$ cat src/rtl/bram_arbiter.sv
// Two-port req/gnt arbiter sharing one single-port BRAM, with lock-based ownership.
// Define BRAM_ARB_RR_EN for round-robin in FREE; default is fixed priority (port 1 wins).
module bram_arbiter #(
   parameter int WIDTH     = 8,
   parameter int DEPTH_LOG = 10
) (
   input  logic                 clk,
   input  logic                 rst_n,
   input  logic                 p0_req,
   input  logic                 p0_we,
   input  logic                 p0_lock,
   input  logic [DEPTH_LOG-1:0] p0_addr,
   input  logic [WIDTH-1:0]     p0_wdata,
   output logic                 p0_gnt,
   output logic                 p0_rvalid,
   output logic [WIDTH-1:0]     p0_rdata,
   input  logic                 p1_req,
   input  logic                 p1_we,
   input  logic                 p1_lock,
   input  logic [DEPTH_LOG-1:0] p1_addr,
   input  logic [WIDTH-1:0]     p1_wdata,
   output logic                 p1_gnt,
   output logic                 p1_rvalid,
   output logic [WIDTH-1:0]     p1_rdata,
   output logic                 mem_en,
   output logic                 mem_we,
   output logic [DEPTH_LOG-1:0] mem_addr,
   output logic [WIDTH-1:0]     mem_din,
   input  logic [WIDTH-1:0]     mem_dout
);

   typedef enum logic [1:0] {FREE, OWN0, OWN1} state_t;

   state_t state;
   logic   sel0, sel1;
`ifdef BRAM_ARB_RR_EN
   logic   last;   // 1 = port 1 won the most recent grant from FREE
`endif

   // Grants are gated by rst_n so nothing is issued while reset is held.
   always_comb begin
      sel0 = 1'b0;
      sel1 = 1'b0;
      if (rst_n) begin
         case (state)
            FREE: begin
`ifdef BRAM_ARB_RR_EN
               if (p0_req && p1_req) begin
                  sel0 = last;
                  sel1 = !last;
               end else begin
                  sel0 = p0_req;
                  sel1 = p1_req;
               end
`else
               sel1 = p1_req;
               sel0 = p0_req && !p1_req;
`endif
            end
            OWN0:    sel0 = p0_req;
            OWN1:    sel1 = p1_req;
            default: ;
         endcase
      end
   end

   assign p0_gnt   = sel0;
   assign p1_gnt   = sel1;
   assign p0_rdata = mem_dout;
   assign p1_rdata = mem_dout;

   always_comb begin
      mem_en   = sel0 | sel1;
      mem_we   = 1'b0;
      mem_addr = '0;
      mem_din  = '0;
      if (sel0) begin
         mem_we   = p0_we;
         mem_addr = p0_addr;
         mem_din  = p0_wdata;
      end else if (sel1) begin
         mem_we   = p1_we;
         mem_addr = p1_addr;
         mem_din  = p1_wdata;
      end
   end

   always_ff @(posedge clk or negedge rst_n) begin
      if (!rst_n) begin
         state     <= FREE;
         p0_rvalid <= 1'b0;
         p1_rvalid <= 1'b0;
`ifdef BRAM_ARB_RR_EN
         last      <= 1'b1;
`endif
      end else begin
         p0_rvalid <= sel0 && !p0_we;
         p1_rvalid <= sel1 && !p1_we;
         case (state)
            FREE: begin
               if (sel0 && p0_lock)      state <= OWN0;
               else if (sel1 && p1_lock) state <= OWN1;
`ifdef BRAM_ARB_RR_EN
               if (sel0)      last <= 1'b0;
               else if (sel1) last <= 1'b1;
`endif
            end
            OWN0:    if (sel0 && !p0_lock) state <= FREE;
            OWN1:    if (sel1 && !p1_lock) state <= FREE;
            default: state <= FREE;
         endcase
      end
   end

endmodule
$ cat config.mk
export PLATFORM = sky130hd
export DESIGN_NAME = bram_arbiter
export DESIGN_NICKNAME = d
export VERILOG_FILES = /design/src/rtl/bram_arbiter.sv
export SDC_FILE = /design/constraint.sdc
export NUM_CORES = 1
export LEC_CHECK = 0
export CAP_MARGIN = 15
export CORE_MARGIN = 5
export CORE_UTILIZATION = 28
export CTS_BUF_LIST = sky130_fd_sc_hd__clkbuf_16
export DETAILED_ROUTE_END_ITERATION = 16
export PLACE_DENSITY = 0.89
export SYNTH_ARGS = -nofsm -noshare
export SYNTH_HDL_FRONTEND = slang
export SYNTH_SLANG_ARGS = --single-unit
export TNS_END_PERCENT = 1
$ cat constraint.sdc
create_clock -name clk -period 3.1 [get_ports clk]
set_input_delay 0.62 -clock clk [delete_from_list [all_inputs] [get_ports clk]]
set_output_delay 0.62 -clock clk [all_outputs]
set_load 0.05 [all_outputs]
==> impl_results.md <==
- Final hold violation count: 0
- Period minus WS final: between 2 and 3 ns
- Cell variety after synth: 22
- Post-route setup slack: ~0.25 ns
- CP Capture Type: output port
- Total negative slack: 0 ns
- Fillcell total: 212
- Placed Cells: 155
- RSZ-0062 raised after global routing: no
- Root Buffer: clkbuf_16
- YS warnings: 0
- Post-route insts no fill: roughly 160
- First DRT Iteration DRCs: 58
- Mapped Avg Cell Area: a little under 9 sq um
- Post-DRT Antenna Nets: 0
- Final setup fails: 0
- Mapped Cells: around 80
- WL final: 2746 um
- Maximum clock frequency: 350.9 MHz
- Yosys reg bits: 4
- Sequential share of the synthesized area: 13.65%
- Chip Width: 61.17 um
- Slew Limit Headroom: 50.53%
- WS Path Type: primary input to output port
- Synth top area share: 24.57%
- Longest Clk Path Bufs: 2
- Hold slack final: 0.4830 ns
- Layout cells sized above 1: roughly a quarter
- Post-CTS Resized: 0
- Global-route wire length before repair: 4008 um
- Place WS: 0.2643 ns
- Top_reg_cell synth: dfrtp_1
- Htree depth: 1
- Final Cycle Share: 91.92%
- Largest fanout on the critical path: 19
- Pwr Density: 429.6 nW/um^2
- Antenna violations before repair: 0
- Grt total ovfl: 0
- Initial Util: 29.33%
- Worst reg2reg path startpoint: state[1]
- Clock transition at path regs: 0.03 ns
- Synthesized area: about 730 sq um
- # diodes: 0
- CP startpoint: p1_req
- Peak VDD IR: 0.4578 mV
- Wire length per cell: 17.38 um
- Row count: 18
- Crit path DAT: 2.23 ns
- Via count: 816
- Setup bufs post-CTS: 0
- Overall power: 0.6558 mW
- Via-per-instance ratio: around 5.2
- Clk_lat worst skew: around 0.22 ns
- HPWL Detailed: between 2000 and 2500 um
- Total CTS buffers: 3
- Die height: 61.17 um
- CTS tree: done
- RePlAce Congestion: 0.7874
- Hold_sp: state[0]
- Sink Count: 4
- Number of global-route vias before repair: between 700 and 800
- Core box area: between 2000 and 2500 sq um
- CP startpoint kind: primary input
- Skew final: 0.001276 ns
- Largest net degree at the start of global routing: 23
- Pleak: 0.6016 nW
- Most area-consuming cells after synthesis: a32o_1 (25%), buf_4 (17%), dfrtp_1 (14%)
- Hold Path Class: flip-flop to flip-flop
- Nets: 182
- Async S/R FF share, synth: 100.0%
- Post-route DRC: 0
- Mapped Nets: 134
- Yosys top cell by area: a32o_1
- I/O pin count: 92
- Number of flops mapped to enable cells by yosys: 0
- DRT Pass-1 Iters: 4
- Outcome: complete, no violations
- Max_cap viols: 0
- Port buffer count: 67
- WP data required: around 2.5 ns
- Final Slew Violations: 0
- Gr usage total: approximately 15%
- Layout overhead on the synthesized area: 108.2%
- Die footprint: 3742 sq um
- Hold buffer count at CTS: 0
- Slew @ Worst Pin: around 0.74 ns
-- final timing paths --
path / endpoint / slack (ns) / cells after the start
worst min register to register: state[1] / 0.48 / 1
worst max register to register: state[1] / 1.85 / 2
min in group asynchronous: p1_rvalid / 0.70 / 1
max in group asynchronous: state[0] / 2.12 / 1
worst min-delay path: state[1] / 0.48 / 1
worst max-delay path: mem_addr[7] / 0.25 / 4
-- final cells by class --
| type | count | area, sq um | share of cell area [%] |
|---|---|---|---|
| clock buffers | 3 | 75.07 | 4.918 |
| inverters | 2 | 7.507 | 0.4918 |
| multi-input cells | 52 | 427.9 | 28.03 |
| flip-flops and latches | 4 | 100.1 | 6.557 |
| well taps | 30 | 37.54 | 2.459 |
| repair buffers | 67 | 878.3 | 57.54 |
-- where the power goes --
| group | total [mW] | switching, mW | internal, mW |
|---|---|---|---|
| Combinational | 0.383 | 0.186 | 0.197 |
| Sequential | 0.0744 | 0.0158 | 0.0586 |
| Clock | 0.198 | 0.0335 | 0.165 |
| Total | 0.656 | 0.236 | 0.420 |
-- flip-flops by register name, indices dropped and copies added (netlist names) --
| signal | count |
|---|---|
| p1_rvalid | 1 |
| state | 2 |
| p0_rvalid | 1 |
-- critical path, cell delays in order --
cell	delay [ns]
clkdlybuf4s50_1	0.57
nand2b_1	0.44
a32o_1	0.43
buf_12	0.16
-- placed cells by master (no fill, tap or decap) --
master / netlist / routed
a21bo_2: 1 / 1
a21oi_1: 1 / 1
a221oi_2: 1 / 1
a32o_1: 18 / 18
a32o_2: 1 / 1
and2_4: 1 / 1
and2b_1: 7 / 7
and2b_2: 1 / 1
and3b_4: 1 / 1
buf_12: 0 / 21
buf_4: 17 / 1
clkbuf_16: 0 / 3
clkdlybuf4s50_1: 0 / 45
dfrtp_1: 4 / 4
inv_1: 2 / 2
nand2b_1: 1 / 1
nand3_1: 1 / 1
nand3b_1: 2 / 2
nor2_1: 1 / 1
nor2b_1: 13 / 13
nor3_1: 1 / 1
o21bai_1: 1 / 1
-- per-stage QoR --
| step | util, % | cell area [sq um] |
|---|---|---|
| 2_1_floorplan | - | 733.2 |
| 3_3_place_gp | 58.06 | 1451 |
| 3_5_place_dp | 58.06 | 1451 |
| 4_1_cts | 61.06 | 1526 |
| 5_1_grt | 61.06 | 1526 |
| 6_report | 61.06 | 1526 |
-- per-layer routing --
layer | global-route usage, % | vias up | routed length, um
met5 | 0 | - | 0
met4 | 5.263 | 0 | 43
met3 | 6.709 | 7 | 406
met2 | 24.62 | 51 | 1326
met1 | 15.97 | 375 | 970
li1 | - | 383 | -
-- kinds of logic (layout without fill, tap and decap cells) --
family                 Yosys count  after routing  share of synthesized area (%)
flip-flops                       4              4                          13.65
buffers and inverters           26             72                          27.99
AO/OA/AOI/OAI                   23             23                          31.23
AND/OR/NAND/NOR                 29             29                          27.13
-- cell usage after synthesis, types with 2 or more instances --
library cell,n
a32o_1,18
buf_4,17
nor2b_1,13
and2b_1,7
buf_6,4
dfrtp_1,4
buf_2,2
inv_1,2
nand3b_1,2
Note: power is estimated with default switching activity, not from simulation.
